==> src/rtl/axis_pkg.sv <==
// Shared constants, state encoding and keep-mask helper for the AXI-Stream keep packer.
package axis_pkg;

  localparam int BYTE_W = 8;

  typedef enum logic [0:0] {
    PACK  = 1'b0,
    FLUSH = 1'b1
  } state_e;

  // Contiguous low-lane mask with n ones; callers size-cast to their lane count.
  function automatic logic [63:0] keep_mask(input int n);
    keep_mask = (64'd1 << n) - 64'd1;
  endfunction

endpackage

==> src/rtl/axis_keep_compactor.sv <==
// Combinational byte compactor: moves kept lanes down to lane 0 in ascending order and counts them.
module axis_keep_compactor
  import axis_pkg::*;
#(
  parameter int N  = 4,
  parameter int KW = $clog2(N + 1)
) (
  input  logic [N*BYTE_W-1:0] tdata,
  input  logic [N-1:0]        tkeep,
  output logic [N*BYTE_W-1:0] cbytes,
  output logic [KW-1:0]       k_cnt
);

  int idx;

  // Lanes above the kept count stay zero so they can be OR-merged into the residual.
  always_comb begin
    cbytes = '0;
    idx    = 0;
    for (int i = 0; i < N; i++) begin
      if (tkeep[i]) begin
        cbytes[idx*BYTE_W +: BYTE_W] = tdata[i*BYTE_W +: BYTE_W];
        idx = idx + 1;
      end
    end
    k_cnt = KW'(idx);
  end

endmodule

==> src/rtl/axis_keep_packer.sv <==
// Repacks sparse-keep AXI-Stream beats into dense FIFO words, carrying tlast as word_last.
// Handshake: a beat transfers on a rising edge where s_tvalid & s_tready; w_en is a one-cycle write strobe.
module axis_keep_packer
  import axis_pkg::*;
#(
  parameter int T_DATA_W = 4,
  parameter int CNT_W    = 16
) (
  input  logic                       aclk,
  input  logic                       areset,
  input  logic [T_DATA_W*BYTE_W-1:0] s_tdata,
  input  logic [T_DATA_W-1:0]        s_tkeep,
  input  logic                       s_tlast,
  input  logic                       s_tvalid,
  output logic                       s_tready,
  input  logic                       full,
  output logic [T_DATA_W*BYTE_W-1:0] data_word,
  output logic [T_DATA_W-1:0]        word_keep,
  output logic                       word_last,
  output logic                       w_en,
  output logic [CNT_W-1:0]           pkt_cnt,
  output state_e                     dbg_state
);

  localparam int N  = T_DATA_W;
  localparam int DW = N * BYTE_W;
  localparam int KW = $clog2(N + 1);
  localparam int CW = $clog2(2 * N + 1);

  state_e            state_q, state_d;
  logic [CW-1:0]     fill_q, fill_d;
  logic [DW-1:0]     res_q, res_d;
  logic [DW-1:0]     data_word_q, data_word_d;
  logic [N-1:0]      word_keep_q, word_keep_d;
  logic              word_last_q, word_last_d;
  logic              w_en_q, w_en_d;
  logic [CNT_W-1:0]  pkt_cnt_q, pkt_cnt_d;

  logic [DW-1:0]     cbytes;
  logic [KW-1:0]     k_cnt;
  logic [CW-1:0]     sum;
  logic [2*DW-1:0]   merged;
  logic              accept;

  axis_keep_compactor #(.N(N), .KW(KW)) u_compactor (
    .tdata  (s_tdata),
    .tkeep  (s_tkeep),
    .cbytes (cbytes),
    .k_cnt  (k_cnt)
  );

  assign s_tready = (state_q == PACK) & ~full & ~areset;
  assign accept   = s_tvalid & s_tready;
  assign sum      = fill_q + CW'(k_cnt);
  // Residual bytes above fill_q are always zero, so appending is a shifted OR.
  assign merged   = {{DW{1'b0}}, res_q} | ({{DW{1'b0}}, cbytes} << {fill_q, 3'b000});

  always_comb begin
    state_d     = state_q;
    fill_d      = fill_q;
    res_d       = res_q;
    data_word_d = data_word_q;
    word_keep_d = word_keep_q;
    word_last_d = word_last_q;
    w_en_d      = 1'b0;
    case (state_q)
      PACK: begin
        if (accept) begin
          if (sum >= CW'(N)) begin
            data_word_d = merged[DW-1:0];
            word_keep_d = '1;
            word_last_d = s_tlast & (sum == CW'(N));
            w_en_d      = 1'b1;
            res_d       = merged[2*DW-1:DW];
            fill_d      = sum - CW'(N);
            if (s_tlast && (sum != CW'(N))) state_d = FLUSH;
          end else if (s_tlast) begin
            data_word_d = merged[DW-1:0];
            word_keep_d = N'(keep_mask(int'(sum)));
            word_last_d = 1'b1;
            w_en_d      = 1'b1;
            res_d       = '0;
            fill_d      = '0;
          end else begin
            res_d  = merged[DW-1:0];
            fill_d = sum;
          end
        end
      end
      FLUSH: begin
        if (!full) begin
          data_word_d = res_q;
          word_keep_d = N'(keep_mask(int'(fill_q)));
          word_last_d = 1'b1;
          w_en_d      = 1'b1;
          res_d       = '0;
          fill_d      = '0;
          state_d     = PACK;
        end
      end
      default: state_d = PACK;
    endcase
    pkt_cnt_d = pkt_cnt_q;
    if (w_en_d && word_last_d) pkt_cnt_d = pkt_cnt_q + 1'b1;
  end

  always_ff @(posedge aclk or posedge areset) begin
    if (areset) begin
      state_q     <= PACK;
      fill_q      <= '0;
      res_q       <= '0;
      data_word_q <= '0;
      word_keep_q <= '0;
      word_last_q <= 1'b0;
      w_en_q      <= 1'b0;
      pkt_cnt_q   <= '0;
    end else begin
      state_q     <= state_d;
      fill_q      <= fill_d;
      res_q       <= res_d;
      data_word_q <= data_word_d;
      word_keep_q <= word_keep_d;
      word_last_q <= word_last_d;
      w_en_q      <= w_en_d;
      pkt_cnt_q   <= pkt_cnt_d;
    end
  end

  assign data_word = data_word_q;
  assign word_keep = word_keep_q;
  assign word_last = word_last_q;
  assign w_en      = w_en_q;
  assign pkt_cnt   = pkt_cnt_q;
  assign dbg_state = state_q;

endmodule

==> config.mk <==
export PLATFORM = sky130hd
export DESIGN_NAME = axis_keep_packer
export DESIGN_NICKNAME = d
export VERILOG_FILES = /design/src/rtl/axis_pkg.sv /design/src/rtl/axis_keep_compactor.sv /design/src/rtl/axis_keep_packer.sv
export SDC_FILE = /design/constraint.sdc
export NUM_CORES = 1
export LEC_CHECK = 0
export ABC_AREA = 1
export CORE_AREA = 2 2 129 131
export CTS_CLUSTER_DIAMETER = 60
export CTS_CLUSTER_SIZE = 8
export DETAILED_ROUTE_END_ITERATION = 8
export DIE_AREA = 0 0 131 133
export GPL_TIMING_DRIVEN = 0
export PLACE_DENSITY_LB_ADDON = 0.2
export RECOVER_POWER = 25
export SYNTH_ARGS = -nofsm -noshare
export SYNTH_HDL_FRONTEND = slang
export SYNTH_HIERARCHICAL = 1
export SYNTH_SLANG_ARGS = --single-unit
==> constraint.sdc <==
create_clock -name aclk -period 4.5 [get_ports aclk]
set_input_delay 0.45 -clock aclk [delete_from_list [all_inputs] [get_ports aclk]]
set_output_delay 0.45 -clock aclk [all_outputs]
set_load 0.02 [all_outputs]
* Yosys cells after proc, flatten, opt, wreduce, memory -nomap -nowiden
Index checks and enable logic that the tools add are counted.
** Cells by class
- $add $sub $neg :: 11
- Order comparisons :: 1
- Equal/unequal tests :: 5
- Shifts and indexed selects :: 9
- Muxes and demuxes :: 46
- Bitwise operators :: 8
- Reduce and logical (&&, ||, !) cells :: 4
** Operator list (number)
- 32-bit 2-to-1 mux :: 11
- 32-bit case mux with 2 select lines :: 2
- 8-bit by 33-bit variable shift with 32-bit output, first input constant :: 3
- 8-bit by 33-bit indexed part select with 32-bit output :: 3
- 32-bit bitwise mux :: 3
- 32-bit negation with 33-bit output :: 2
- 32-bit by 64-bit OR with 64-bit output :: 1
- 32-bit by 7-bit << shifter with 64-bit output :: 1
- 4-bit negation with 33-bit output :: 1
- 4-bit 2-to-1 mux :: 8
- 29-bit 2-to-1 mux :: 1
- 16-bit by 1-bit adder with 16-bit output, second input constant :: 1
- 4-bit case mux with 2 select lines :: 2
- 1-bit 2-to-1 mux :: 13
- 8-bit 2-to-1 mux :: 1
- 1-bit by 4-bit << shifter with 4-bit output, first input constant :: 2
- 4-bit by 1-bit subtractor with 4-bit output, second input constant :: 2
- 1-bit case mux with 2 select lines :: 3
- 4-bit by 3-bit adder with 4-bit output :: 1
- 1-bit bitwise AND :: 4
- 4-bit by 3-bit == test with 1-bit output, second input constant :: 1
- 4-bit by 3-bit greater-or-equal comparator with 1-bit output, second input constant :: 1
- 2-bit != test, second input constant :: 2
- 4-bit by 3-bit != test with 1-bit output, second input constant :: 1
- other kinds (11) :: 14
** Storage, ports and cells
- Register bits after elaboration :: 91
- Input port bits :: 41
- Output and inout bits :: 56

* Depth between registers and ports, before layout
Gate-level depths: netlist (run 1).
- Word-level depth :: 15
- Depth in mapped cells :: 26
- Depth with buffers taken out :: 24

* Cells and area by module
Netlist (run 1), hierarchy kept.
** By module, submodules not included
- axis_keep_packer :: instances 1, cells an instance 899, area an instance 6008.3 µm²
- axis_keep_compactor :: instances 1, cells an instance 223, area an instance 1131.1 µm²

* Worst setup path before layout (run 1)
OpenSTA, ideal clock, no wires.
- Path type :: input to register
- Start :: input s_tkeep[0]
- End :: register pkt_cnt_q[2] (netlist: pkt_cnt[2])
- Library setup time :: 122 ps
- Arrival :: 3942 ps
- Data required time :: 4378 ps
- Setup slack :: 436 ps
- Stages on the path :: 23
- Buffers on the path :: 2
- Cell sequence :: buf_2 > clkinv_1 > fa_1 > ha_1 > nand2_1 > o21ai_0 > ha_1 > nand3_1 > nand3_1 > nand2_1 > nand2_1 > ha_1 > inv_2 > nor2_1 > inv_1 > nand3_2 > nand2_4 > inv_2 > nor2_4 > inv_2 > buf_6 > nand2_1 > o21ai_2
** On the way
- Word-level cells in the longest chain between the ends :: 14
- Elaborated cells between the ends (all ways) :: 18
** Ends and longest elaborated chain
- start: declaration :: line axis_keep_packer.sv:12 : input logic [T_DATA_W-1:0] s_tkeep,
- 1-bit 2-to-1 mux * :: line axis_keep_compactor.sv:21 : if (tkeep[i]) begin
- 1-bit by 1-bit adder with 2-bit output :: line axis_keep_compactor.sv:23 : idx = idx + 1;
- 2-bit 2-to-1 mux * :: line axis_keep_compactor.sv:21
- 2-bit by 1-bit adder with 3-bit output :: line axis_keep_compactor.sv:23
- 29-bit 2-to-1 mux * :: line axis_keep_compactor.sv:21
- 3-bit by 2-bit adder with 3-bit output :: line axis_keep_compactor.sv:23
- 3-bit 2-to-1 mux * :: line axis_keep_compactor.sv:21
- net k_cnt[1] :: line axis_keep_packer.sv:40 : logic [KW-1:0] k_cnt;
- 4-bit by 3-bit adder with 4-bit output * :: line axis_keep_packer.sv:54 : assign sum = fill_q + CW'(k_cnt);
- branches (longest 5 deep; another with 4-bit by 3-bit greater-or-equal comparator with 1-bit output)
- 1-bit logical AND * :: line axis_keep_packer.sv:104 : if (w_en_d && word_last_d) pkt_cnt_d = pkt_cnt_q + 1'b1;
- end signal: assignment :: line axis_keep_packer.sv:125 : pkt_cnt_q <= pkt_cnt_d;
- end: declaration :: line axis_keep_packer.sv:37 : logic [CNT_W-1:0] pkt_cnt_q, pkt_cnt_d;
Mark *: on every way through the listed nets, which the timed path passes.
A chain may end at the register's enable or synchronous reset.

* Final worst setup path (run 1)
- Start :: input s_tkeep[0]
- End :: register pkt_cnt_q[13] (netlist: pkt_cnt[13])
Same word-level chain as after synthesis.

==> results of run 1 <==
power by group through the flow:
| stage | combinational [mW] | sequential [mW] | clock, mW |
|---|---|---|---|
| 3_3_place_gp | 2.81 | 1.34 | 0 |
| 3_5_place_dp | 2.84 | 1.35 | 0 |
| 6_report | 2.95 | 1.33 | 0.837 |
| 4_1_cts | 2.87 | 1.33 | 0.850 |
| 5_1_grt | 3.29 | 1.38 | 0.886 |
| 2_1_floorplan | 1.65 | 1.53 | 0 |
worst paths after layout:
check                             start       endpoint  slack (ns)
max                          s_tkeep[0]    pkt_cnt[13]        0.21
min                        word_keep[1]   word_keep[1]        0.47
max reg2reg                   fill_q[0]    pkt_cnt[13]        1.66
min reg2reg                word_keep[1]   word_keep[1]        0.47
max in group asynchronous        areset  data_word[22]        2.68
min in group asynchronous        areset  data_word[11]        0.96
layout make-up:
class                      instances  area [sq um]  area share [%]
buffer                            53           298            3.37
clock buffer                      11           243            2.75
clock inverter                     5          85.1           0.963
inverter                         129           493            5.58
multi-input combinational        850          4160            47.1
sequential                        91          2280            25.8
tap                              220           275            3.12
timing repair buffer              99          1000            11.4
cells by family after synthesis:
group / Yosys count / share of synthesized area [%]
buf+inv: 182 / 10.8
fa+ha+maj: 18 / 3.36
compound gates: 181 / 14.6
xor+xnor: 13 / 1.59
simple gates: 637 / 37.8
flops: 91 / 31.9
sequential cells by signal, summed over array words and instances (netlist names):
| register | count |
|---|---|
| dbg_state | 1 |
| res_q | 32 |
| fill_q | 4 |
| word_keep | 4 |
| data_word | 32 |
| w_en | 1 |
| pkt_cnt | 16 |
| word_last | 1 |
cell usage after synthesis, types with 2 or more instances:
library cell	count	area, sq um
o21ai_0	71	355
inv_2	8	30.0
buf_2	24	120
nand2_1	387	1450
inv_1	117	439
a21oi_1	33	165
nand2_2	4	25.0
xor2_1	8	70.1
o21ai_1	22	110
o22ai_1	4	25.0
o211ai_1	33	248
dfrtp_1	91	2280
nor2_2	7	43.8
nand3_2	3	30.0
fa_1	2	40.0
nand3_1	133	666
xnor2_1	5	43.8
clkinv_1	2	7.51
buf_6	4	45.0
nor2_4	5	56.3
nor3_1	12	60.1
nand4_1	3	18.8
clkbuf_1	16	60.1
nor2_1	77	289
a31oi_1	8	50.1
clkinv_2	2	10.0
buf_1	3	11.3
ha_1	16	200
o21ai_2	9	78.8
buf_4	6	45.0
per-stage QoR:
stage	setup slack (ns)	total power, mW	std cells	setup TNS, ns
after CTS	0.0313	5.06	1455	0
after global routing	-0.0200	5.55	1458	-0.0867
after global placement	-0.840	4.15	1438	-62.41
final	0.207	5.12	1458	0
after detailed placement	-0.956	4.19	1439	-69.15
after floorplan	0.436	3.19	1122	0
worst max-delay path, stage by stage:
cell and delay (ns):
clkdlybuf4s50_1 0.54, buf_6 0.17, clkinv_4 0.10, fa_2 0.57, ha_1 0.29, nand2_2 0.11
o21ai_1 0.13, fa_1 0.43, inv_1 0.07, nand2_1 0.06, nand2_1 0.10, inv_1 0.11
ha_1 0.24, inv_2 0.13, nor2_4 0.06, inv_2 0.14, nand3_4 0.13, nand2_4 0.14
inv_2 0.07, nor2_4 0.14, inv_2 0.06, buf_6 0.14, nand2_1 0.07, nand2_1 0.07
metal layers:
metal	vias up	track usage, %
met1	3482	37.3
li1	3850	-
met2	287	43.1
met3	44	3.84
met5	-	0
met4	0	10.8
what timing repair did:
action	in CTS	in global routing
resized for setup	9	19
pin swaps	1	3
endpoints found under the setup margin	88	86
endpoints found under the hold margin	0	0
gates cloned	0	1
buffers inserted	0	2
==> summary.md, run 1 <==
| Metric | Value |
|---|---|
| CP startpoint kind | primary input |
| Initial Utilization | 44.1% |
| DR top layer | met4 |
| Clock Latency Late Sink | 0.35 ns |
| H-Tree Depth | 3 |
| Comb power frac | 57.6% |
| First-pass GRT wire length | 37.3 mm |
| IO Port Bufs | 96 |
| End-of-flow core utilization | 54.6% |
| Pleak | 4.29 nW |
| Min-delay worst type | reg -> reg |
| ANT nets after route | 0 |
| CTS Hold Buffers Added | 0 |
| Mean Syn Cell Area | 6.36 sq um |
| Crit path max fanout | 11 |
| Routed length per instance | 15.5 microns |
| TritonCTS Sinks | 91 |
| Req. time, crit path | 4.73 ns |
| Top Ports | 97 |
| DIE WIDTH | 131 microns |
| GRT Overall Usage | 27.2% |
| CP arrival | 4.53 ns |
| Finished Cell Area | 8830 sq um |
| Cell Pwr Density | 579 nW/um^2 |
| DRC viols | 0 |
| Row cnt | 47 |
| Synthesis-to-layout area growth | 23.7% |
| WL met3 | 1.40 mm |
| Ant. Diodes | 0 |
| Router iterations before antenna repair | 5 |
| Post-Syn Instances | 1122 |
| Final worst path period share | 95.4% |
| Vias in the first global route | 7246 |
| Vias per cell | 5.26 |
| Routed WL | 22.6 mm |
| Slew HR | 1.34% |
| Top library cells by usage in the layout, fill and taps aside | nand2_1, nand3_1, inv_1, clkdlybuf4s50_1, dfrtp_1 |
| Violated checks | capacitance limit |
| Status | finished, violations left |
| Final hold violation count | 0 |
| Fillers | 1642 |
| Initial antenna violation count | 0 |
| Clock-pin slew on the worst setup and hold paths | 0.06 ns |
| Worst Skew | 0.00867 ns |
| Detailed-route via count | 7663 |
| Post-synth EDFFs | 0 |
| Final setup fails | 0 |
| CTS Buf Count | 9 |
| Post-placement cell area | 8410 sq um |
| Mapped cell area | 7140 sq um |
| Slew at the pin closest to its max-slew limit | 1.47 ns |
| Clock buffer depth | 2 |
| Clock power frac | 16.4% |
| Sequential power share | 26.1% |
| Largest net degree at the start of global routing | 61 |
| Total Die Area | 17400 sq um |
| CTS tree | done |
| Syn Nets | 1181 |
| Root Driver | clkbuf_16 |
| Crit. End Element | flop |
| Core box area | 16200 sq um |
| Max cap viols | 1 |
| Count of cell types in the netlist | 37 |
| Final net count | 1292 |
| Yosys reg bits | 91 |
| Sw Ratio | 48.1% |
| HPWL after DPL | 17.6 mm |
| Tmin final | 4.29 ns |
| Ys async rst share | 100% |
| Die H | 133 microns |
| 1st-iter DRT viols | 554 |
| Hold WS | 0.466 ns |
| Final GP Congestion | 1.02 |
| Sw power | 2.46 mW |
| VDD IR max | 251 uV |
| Grt total ovfl | 0 |
| Fin. max-slew vios | 0 |
| Internal | 2.66 mW |
| Post-synthesis sequential area ratio | 31.9% |
| Max Fclk | 233 MHz |
| Layout cells sized above 1 | 8.80% |
| Register-to-Register Path Depth | 18 |
| Main synth FF type | dfrtp_1 |
| Hold depth | 2 |
| Worst setup path class | in -> reg |
| Synth Warn # | 6 |
| Most common cell after layout, fill and taps aside | nand2_1 |
| Met2 wire length | 10.3 mm |
| WL met1 | 10.2 mm |
Power figures use the tool's default switching activity.
==> run 2: changes to the inputs <==
--- a/config.mk
+++ b/config.mk
@@ -6,12 +6,12 @@
 export NUM_CORES = 1
 export LEC_CHECK = 0
 export ABC_AREA = 1
+export CAP_MARGIN = 0
 export CORE_AREA = 2 2 129 131
 export CTS_CLUSTER_DIAMETER = 60
 export CTS_CLUSTER_SIZE = 8
 export DETAILED_ROUTE_END_ITERATION = 8
 export DIE_AREA = 0 0 131 133
-export GPL_TIMING_DRIVEN = 0
 export PLACE_DENSITY_LB_ADDON = 0.2
 export RECOVER_POWER = 25
 export SYNTH_ARGS = -nofsm -noshare
==> run 2 against run 1 <==
Net effect:
- wire length shrank 9.9%
- critical path type unchanged
- hold slack gained 0.0086 ns
- highest routed layer unchanged
- utilization down 1.8 points
- clock skew grew 0.0013 ns
- largest power group unchanged
- sequential cell count unchanged
- first-iteration DRC count down 0.18%
- via count down 3.9%
- final cell count is 2.6% lower
- setup slack improved by 0.23 ns
- the flow finishes with violations (capacitance limit, slew limit)
- non-clock buffer count down 37
==> summary.md, run 2 (same netlist as run 1, synthesis figures left out) <==
| Metric | Value |
|---|---|
| Status | finished, violations left |
| Violated checks | capacitance limit, slew limit |
| Place WS | 0.0479 ns (+1.00 ns) |
| Hold depth | 2 (unchanged) |
| 1st-iter DRT viols | 553 (-0.18%) |
| Final WS setup | 0.434 ns (+0.227 ns) |
| Req. time, crit path | 4.79 ns (+0.06 ns) |
| Max Fclk | 246 MHz (+5.6%) |
| RSZ-0062 raised after global routing | false |
| Area of the multi-input gates | 4090 sq um (-1.5%) |
| Min-delay worst type | reg -> reg |
| Cell Pwr Density | 562 nW/um^2 (-3.0%) |
| Vias per cell | 5.19 (-1.3%) |
| DRC viols | 0 (unchanged) |
| Total Die Area | 17400 sq um (unchanged) |
| Clock-pin slew on the worst setup and hold paths | 0.07 ns (about the same) |
| CTS tree | done |
| Fin. max-slew vios | 42 (+42) |
| Pleak | 4.18 nW (-2.7%) |
| ANT nets after route | 0 (unchanged) |
| Grt total ovfl | 0 (unchanged) |
| Top Ports | 97 (unchanged) |
| TritonCTS Sinks | 91 (unchanged) |
| Worst-path cell chain | clkdlybuf4s50_1 > clkinv_1 > fa_1 > ha_1 > nand2_1 > o21ai_0 > fa_1 > inv_1 > nand2_1 > nand2_1 > inv_1 > ha_1 > inv_2 > nor2_1 > inv_1 > nand3_2 > nand2_4 > inv_2 > nor2_4 > buf_4 > o21ai_1 > nand2_1 |
| CP startpoint kind | primary input |
| Routed length per instance | 14.4 microns (-7.5%) |
| Routed WL | 20.4 mm (-9.9%) |
| Core box area | 16200 sq um (unchanged) |
| DIE WIDTH | 131 microns (unchanged) |
| Root Driver | clkbuf_16 |
| Layout cells sized above 1 | 6.42% (-2.4 points) |
| Worst Skew | 0.0100 ns (+0.00134 ns) |
| Clock Latency Late Sink | 0.36 ns (about the same) |
| FF-to-FF End | pkt_cnt[12] |
| Die H | 133 microns (unchanged) |
| Worst reg-to-reg setup slack | 1.27 ns (-0.39 ns) |
| Register-to-Register Path Depth | 16 (-2) |
| HPWL after DPL | 15.3 mm (-13%) |
| Initial antenna violation count | 0 (unchanged) |
| Initial Utilization | 44.1% (unchanged) |
| First-pass GRT wire length | 33.5 mm (-10%) |
| VDD IR max | 292 uV (+16%) |
| Critical R2R Launch | fill_q[1] |
| Slew at the pin closest to its max-slew limit | 2.24 ns (+0.770 ns) |
| Most common cell after layout, fill and taps aside | nand2_1 |
| Synthesis-to-layout area growth | 19.6% |
| Final net count | 1254 (-2.9%) |
| Setup bufs post-CTS | 0 (unchanged) |
| Hold endpoint | data_word[14] |
| Router iterations before antenna repair | 5 (unchanged) |
| Vias in the first global route | 6660 (-8.1%) |
| Final worst path period share | 90.3% (-5.1 points) |
| CP arrival | 4.36 ns (-0.17 ns) |
| CTS Buf Count | 9 (unchanged) |
| IO Port Bufs | 96 (unchanged) |
| Clock buffer depth | 2 (unchanged) |
| Cell family with most CP delay | adder cells |
| Top library cells by usage in the layout, fill and taps aside | nand2_1, nand3_1, inv_1, dfrtp_1, nor2_1 |
| Final hold violation count | 0 (unchanged) |
| Largest net degree at the start of global routing | 73 (+20%) |
| Fillers | 1671 (+1.8%) |
| Max cap viols | 1 (unchanged) |
| Final GP Congestion | 0.906 (-11%) |
| Crit path max fanout | 15 (+4) |
| Post-CTS resize count | 0 (-9) |
| Setup TNS | 0 ns (unchanged) |
| H-Tree Depth | 3 (unchanged) |
| Row cnt | 47 (unchanged) |
| Ant. Diodes | 0 (unchanged) |
| Hold Path Origin | data_word[14] |
| Crit-path max cell delay | 0.67 ns (+0.10 ns) |
| Worst path depth | 22 (-8.3%) |
| Bufs and invs on worst path | 8 (-2) |
| Register area | 2280 sq um (about the same) |
| Worst setup path class | in -> reg |
| Crit. End Element | flop |
| Slew HR | -49.4% (-51 points) |
| Detailed-route via count | 7363 (-3.9%) |
| CTS Hold Buffers Added | 0 (unchanged) |
| Most common cell on crit path | nand2_1 |
| Tmin final | 4.07 ns (-0.227 ns) |
| Slowest cell on crit path | fa_1 |
| Final setup fails | 0 (unchanged) |
| GRT Overall Usage | 24.2% (-3.0 points) |
-- run 2: cell types whose count changed in the layout (fill, tap and decap cells not counted), moves of 3 or more --
cell             delta
buf_1               -3
buf_2              -21
buf_4               +8
buf_6               -6
clkbuf_1           -14
clkdlybuf4s50_1    -19
dlygate4sd3_1      +19
nand2_1             +3
nand2_2             -4
nor2_4              -4
-- run 2: final cells by class --
type / instances / share of cell area [%]
timing repair buffer: 115 / 13.2
multi-input combinational: 849 / 47.9
clock buffer: 10 / 2.68
tap: 220 / 3.22
inverter: 129 / 5.71
clock inverter: 6 / 0.586
sequential: 91 / 26.7
-- run 2: stage by stage --
stage	instance area (sq um)	hold WS, ns	util [%]	power (mW)	cells
4_1_cts	8540	0.484	52.8	4.84	1420
2_1_floorplan	7140	0.471	-	3.19	1122
3_3_place_gp	8260	0.465	51.1	4.06	1404
5_1_grt	8540	0.490	52.8	5.20	1420
6_report	8540	0.475	52.8	4.80	1420
3_5_place_dp	8260	0.466	51.1	4.10	1404
-- run 2: how the worst max path moves through the flow --
stage | endpoint | from | slack [ns]
finish | pkt_cnt[12] | s_tkeep[0] | 0.43
global route | pkt_cnt[7] | s_tkeep[0] | 0.12
CTS | pkt_cnt[12] | s_tkeep[0] | 0.42
detailed placement | pkt_cnt[12] | s_tkeep[0] | 0.05
global placement | pkt_cnt[7] | s_tkeep[0] | 0.20
floorplan | pkt_cnt[2] | s_tkeep[0] | 0.44
-- run 2: report_power, final --
part	leakage, nW	internal (mW)	switching, mW	total [mW]
logic	2.85	0.956	1.71	2.67
registers	1.20	1.12	0.276	1.40
clock network	0.129	0.380	0.349	0.728
-- run 2: worst min-delay path: stages, from the launching register on --
cell and delay (ns):
dfrtp_1 0.34, nand2_1 0.05, nand2_1 0.05
-- run 2: per-layer routing --
layer | routed length (microns) | global-route usage [%] | vias up | part of all wire [%]
met5 | 0 | 0 | - | 0
met4 | 570 | 7.98 | 0 | 2.8
li1 | - | - | 3770 | -
met3 | 1170 | 4.33 | 34 | 5.7
met1 | 9590 | 34.7 | 3338 | 47
met2 | 9060 | 36.7 | 221 | 44
==> run 3: changes to the inputs <==
--- a/config.mk
+++ b/config.mk
@@ -6,13 +6,13 @@
 export NUM_CORES = 1
 export LEC_CHECK = 0
 export ABC_AREA = 1
-export CAP_MARGIN = 0
-export CORE_AREA = 2 2 129 131
+export CAP_MARGIN = 20
+export CORE_AREA = 2 2 144 118
 export CTS_CLUSTER_DIAMETER = 60
 export CTS_CLUSTER_SIZE = 8
 export DETAILED_ROUTE_END_ITERATION = 8
-export DIE_AREA = 0 0 131 133
-export PLACE_DENSITY_LB_ADDON = 0.2
+export DIE_AREA = 0 0 146 120
+export PLACE_DENSITY = 0.66
 export RECOVER_POWER = 25
 export SYNTH_ARGS = -nofsm -noshare
 export SYNTH_HDL_FRONTEND = slang
==> run 3 against run 2 <==
Net effect:
- the run still ends with capacitance limit, slew limit left
- sequential share of layout area barely moved
- first-iteration DRC count rose by 20%
- die area rose by 0.56%
- total power rose by 1.4%
- sequential power barely moved
- highest routed layer unchanged
==> summary.md, run 3 (same netlist as run 1, synthesis figures left out) <==
| Metric | Value |
|---|---|
| Crit-path max cell delay | 0.65 ns (-0.02 ns) |
| Crit path max fanout | 6 (-9) |
| Top library cells by usage in the layout, fill and taps aside | nand2_1, nand3_1, inv_1, clkdlybuf4s50_1, dfrtp_1 |
| Routed length per instance | 14.9 microns (+3.6%) |
| CTS Buf Count | 9 (unchanged) |
| Top Ports | 97 (unchanged) |
| Grt total ovfl | 0 (unchanged) |
| Pleak | 4.16 nW (-0.45%) |
| Most common cell after layout, fill and taps aside | nand2_1 |
| VDD IR max | 230 uV (-21%) |
| Core box area | 16200 sq um (about the same) |
| Tmin final | 4.03 ns (-0.0376 ns) |
| Final GP Congestion | 0.898 (-0.86%) |
| Clock power frac | 14.6% (-0.6 points) |
| DIE WIDTH | 146 microns (+11%) |
| Max cap viols | 1 (unchanged) |
| Violated checks | capacitance limit, slew limit |
| Die H | 120 microns (-9.8%) |
| Setup TNS | 0 ns (unchanged) |
| Final net count | 1257 (+0.24%) |
| Clock buffer depth | 2 (unchanged) |
| Synthesis-to-layout area growth | 19.8% |
| Initial Utilization | 44.1% (about the same) |
| Placed cell count | 1406 (+0.14%) |
| Final setup fails | 0 (unchanged) |
| Final worst path period share | 89.5% (-0.84 points) |
| HPWL after DPL | 15.6 mm (+1.6%) |
| Cell Pwr Density | 569 nW/um^2 (+1.3%) |
| Initial antenna violation count | 0 (unchanged) |
| Crit. End Element | flop |
| Max Fclk | 248 MHz (+0.93%) |
| Vias per cell | 5.26 (+1.4%) |
| Largest net degree at the start of global routing | 79 (+8.2%) |
| CP arrival | 4.29 ns (-0.07 ns) |
| CP startpoint kind | primary input |
| Root Driver | clkbuf_16 |
| Router iterations before antenna repair | 5 (unchanged) |
| ANT nets after route | 0 (unchanged) |
| Internal | 2.51 mW (+2.3%) |
| Worst-path cell chain | clkdlybuf4s50_1 > clkinv_1 > fa_1 > ha_1 > nand2_1 > o21ai_0 > fa_1 > inv_1 > nand2_1 > nand2_1 > inv_1 > ha_1 > inv_2 > nand2_1 > nor2_1 > buf_4 > o21ai_0 > nor2_1 > o21ai_1 > o21ai_0 |
| Sequential power share | 28.1% (-1.1 points) |
| GRT Overall Usage | 24.3% (+0.16 points) |
| Req. time, crit path | 4.76 ns (-0.03 ns) |
| Min-delay worst type | reg -> reg |
| IO Port Bufs | 96 (unchanged) |
| Sw Ratio | 48.3% (-0.41 points) |
| H-Tree Depth | 3 (unchanged) |
| Final hold violation count | 0 (unchanged) |
| Ant. Diodes | 0 (unchanged) |
| Routed WL | 21.1 mm (+3.6%) |
| Row cnt | 42 (-11%) |
| Setup bufs post-CTS | 0 (unchanged) |
| TritonCTS Sinks | 91 (unchanged) |
| Detailed-route via count | 7473 (+1.5%) |
| Worst Skew | 0.00968 ns (-0.000335 ns) |
| Clock Latency Late Sink | 0.35 ns (about the same) |
| Most common cell on crit path | nand2_1 |
| Slowest cell on crit path | fa_1 |
| Vias in the first global route | 6876 (+3.2%) |
| Status | finished, violations left |
| RSZ-0062 raised after global routing | false |
| Fin. max-slew vios | 66 (+57%) |
| Slew at the pin closest to its max-slew limit | 1.62 ns (-0.621 ns) |
| Total Die Area | 17500 sq um (+0.56%) |
| Worst setup path class | in -> reg |
| Comb power frac | 57.3% (+1.6 points) |
| First-pass GRT wire length | 34.7 mm (+3.7%) |
| Clock-pin slew on the worst setup and hold paths | 0.06 ns (about the same) |
| Slew HR | -8.07% (+41 points) |
| Layout cells sized above 1 | 6.49% (+0.078 points) |
| Sw power | 2.35 mW (+0.59%) |
| 1st-iter DRT viols | 666 (+20%) |
| DRC viols | 0 (unchanged) |
| Non-Filler Instances | 1421 (+0.070%) |
| CTS tree | done |
==> run 3: cell types whose count changed in the layout (fill, tap and decap cells not counted), sizes merged <==
cell           previous run  this run
clkbuf                   11        14
clkinv                    7         5
inv                     125       124
dlygate4sd3              20         1
clkinvlp                  3         2
buf                      18        20
clkdlybuf4s50            76        95
==> run 3: layer usage <==
layer | global-route usage (%) | wire, microns
met5 | 0 | 0
met4 | 7.16 | 453
met3 | 3.65 | 1280
met2 | 38.5 | 9170
met1 | 34.6 | 10200
==> run 3: power groups by stage <==
stage | Sequential [mW] | Combinational [mW] | Clock, mW
after global placement | 1.38 | 2.71 | 0
after detailed placement | 1.38 | 2.75 | 0
after global routing | 1.41 | 3.10 | 0.750
after CTS | 1.37 | 2.76 | 0.725
final | 1.37 | 2.79 | 0.709
after floorplan | 1.53 | 1.65 | 0
==> run 3: path summary, 6_finish.rpt <==
kind,start,endpoint,slack (ns),cells past startpoint
min in group asynchronous,areset,data_word[9],0.68,2
max in group asynchronous,areset,res_q[22],1.07,4
min,word_keep[1],word_keep[1],0.47,2
max reg2reg,fill_q[2],res_q[15],1.54,14
max,s_tkeep[0],res_q[15],0.47,20
min reg2reg,word_keep[1],word_keep[1],0.47,2
==> run 3: layout make-up <==
class                   count  area (sq um)
clock inverters             2          12.5
inverters                 129           488
repair buffers            118          1150
multi-input cells         849          4090
fillers                  1693          7630
clock buffers              12           256
flip-flops and latches     91          2280
well taps                 220           275
==> run 3: per-stage QoR <==
step	area (sq um)	utilization (%)	hold slack [ns]	total power, mW	worst slack (ns)
2_1_floorplan	7140	-	0.471	3.19	0.436
3_3_place_gp	8280	51.2	0.457	4.09	0.162
3_5_place_dp	8280	51.2	0.464	4.12	0.0684
4_1_cts	8550	52.8	0.441	4.85	0.436
5_1_grt	8550	52.8	0.505	5.26	0.0415
6_report	8550	52.8	0.473	4.87	0.472
==> run 3: timing repair <==
item | 4_1_cts | 5_1_grt
setup endpoints to repair | 0 | 4
hold buffers | 0 | 0
gates resized for setup | 0 | 1
==> run 3: critical path, delay by kind of cell <==
kind | cells | cell delay [ns]
compound gates | 4 | 0.42
fa+ha+maj | 4 | 1.62
buf+inv | 6 | 1.02
simple gates | 6 | 0.77
==> RTL edit: new RTL, config.mk and constraints of run 1 <==
Reset style: synchronous (`areset`), changed in one clocked block.
--- a/src/rtl/axis_keep_packer.sv
+++ b/src/rtl/axis_keep_packer.sv
@@ -104,7 +104,7 @@
     if (w_en_d && word_last_d) pkt_cnt_d = pkt_cnt_q + 1'b1;
   end
 
-  always_ff @(posedge aclk or posedge areset) begin
+  always_ff @(posedge aclk) begin
     if (areset) begin
       state_q     <= PACK;
       fill_q      <= '0;
Formal check against the unedited RTL: differs if areset is asserted again (counterexample within 4 cycles, from zero or initial values and one cycle with areset high); with areset held inactive, the same outputs for 4 cycles.
==> RTL edit against run 1 <==
  * Final area down 4.2%
  * Wire length down 0.91%
  * Critical path depth down 1
  * Global-route usage down 1.2 points
  * Area after synthesis down 5.0%
  * First-iteration DRC count up 8.5%
  * Hold slack worse by 0.019 ns
  * Final cell count up 2.1%
  * Sequential cell count unchanged
  * Worst setup slack better by 0.043 ns
  * Largest cell class unchanged
Power is not compared: it rests on default switching activity, and its combinational part moved more than twofold at a synthesized area within 25%.
==> RTL edit: results (changes against run 1) <==
status finished, final reports clean (was finished, violations left); Pre-antenna DRT Iters 5 (unchanged); CP max stage cell fa_2 (unchanged); largest net degree at the start of global routing 17 (was 61); relative slew slack 60.0% (was 1.34%); Iter 0 DRT Violations 601 (was 554); most frequent cell after synthesis nand2_1 (unchanged); Synth Flop Type dfxtp_1 (was dfrtp_1); final setup skew 0.00786 ns (was 0.00867 ns); n_diodes 0 (unchanged); Min-Delay Path Class flop to flop (unchanged); vias in the first global route 7102 (was 7246); Final nets 1323 (was 1292); dpl hpwl 17.6 mm (about the same); fraction of registers with async set/reset 0% (was 100%); Synth cell types 40 (was 37); Placed Cells 1468 (was 1439); highest routed layer met4 (unchanged); drt total wl 22.4 mm (was 22.6 mm); sw frac 36.1%; layout cells sized above 1 8.75% (was 8.80%); worst skew pair latency 0.35 ns (about the same); max incr delay on CP 0.58 ns; top post-synthesis cells by area dfxtp_1, nand2_1, nand3_1 (was dfrtp_1, nand2_1, nand3_1); initial antenna violation count 0 (unchanged); met3 wire len 1.22 mm (was 1.40 mm); post-synthesis sequential area ratio 26.9% (was 31.9%); clock buffer depth 2 (unchanged); top cells by count, synth nand2_1, nand3_1, inv_1, dfxtp_1, a21oi_1 (was nand2_1, nand3_1, inv_1, dfrtp_1, nor2_1); Reg clk slew, reported paths 0.07 ns; P_leak 3.75 nW; first-pass GRT wire length 36.0 mm (was 37.3 mm); GPL Wtd Cong 0.999 (was 1.02); metal1 wirelength 10.3 mm (was 10.2 mm); Fill cells 1729 (was 1642); DR WL met2 10.6 mm (was 10.3 mm); placed cell area 0.00801 mm2 (was 0.00841 mm2); WP data arrival 4.48 ns (was 4.53 ns); Buffers on Ports 95 (was 96); gr usage total 26.0% (was 27.2%); vias per cell 5.15 (was 5.26); via count 7661 (was 7663); Syn Inst Count 1153 (was 1122); Synth Warn # 6 (unchanged); H-Tree Depth 3 (unchanged)
-- RTL edit: what timing repair did --
action                     in CTS  in global routing
resized for setup              19                 11
pin swaps                       1                  4
hold endpoints to repair        0                  0
setup endpoints to repair      86                 85
buffers inserted                1                  4
-- RTL edit: critical path: cells and delay by family --
kind            cells  cell delay, ns
buf+inv             7            1.28
fa+ha+maj           4            1.24
compound gates      2            0.24
simple gates        9            1.04
xor+xnor            1            0.23
-- RTL edit: stage by stage --
stage	setup WS [ns]	setup TNS, ns
5_1_grt	-0.0397	-0.421
4_1_cts	0.0101	0
3_5_place_dp	-1.14	-75.77
2_1_floorplan	0.481	0
6_report	0.250	0
3_3_place_gp	-1.13	-74.38
-- RTL edit: layout make-up --
type                    count  area, um2  area share (%)
repair buffers            100       1000            11.8
multi-input cells         902       4350            51.4
inverters                 109        418            4.94
clock buffers               9        225            2.66
plain buffers              51        298            3.52
flip-flops and latches     91       1820            21.5
well taps                 220        275            3.25
clock inverters             7       76.3           0.902
-- RTL edit: cell families after synthesis --
logic type                 synth area share [%]
and+or+nand+nor                            42.7
AOI/OAI and AO/OA                          15.5
buffers and inverters                      10.1
DFF                                        26.9
adders and majority gates                  3.54
xor gates and xnor gates                   1.29
-- RTL edit: worst paths after layout --
| kind | end | cells after the start | slack [ns] | startpoint |
|---|---|---|---|---|
| setup / recovery | data_word[16]$_SDFFE_PP0P_ | 23 | 0.25 | s_tkeep[0] |
| hold / removal | data_word[23]$_SDFFE_PP0P_ | 2 | 0.45 | data_word[23]$_SDFFE_PP0P_ |
| setup reg to reg | data_word[16]$_SDFFE_PP0P_ | 15 | 1.77 | fill_q[0]$_SDFFE_PP0P_ |
| hold reg to reg | data_word[23]$_SDFFE_PP0P_ | 2 | 0.45 | data_word[23]$_SDFFE_PP0P_ |
-- RTL edit: power groups by stage --
stage                     clock (W)  sequential [W]  combinational (W)
after floorplan                   0        0.000876           0.000461
after global placement            0        0.000860           0.000711
after detailed placement          0        0.000860           0.000715
after CTS                  0.000792        0.000842           0.000733
after global routing       0.000823        0.000844           0.000836
final                      0.000777        0.000842           0.000748
-- RTL edit: layer usage --
metal  vias up  global-route usage, %
met4         0                   5.73
met3        19                   3.56
li1       3948                      -
met5         -                      0
met2       230                   43.8
met1      3464                   35.1
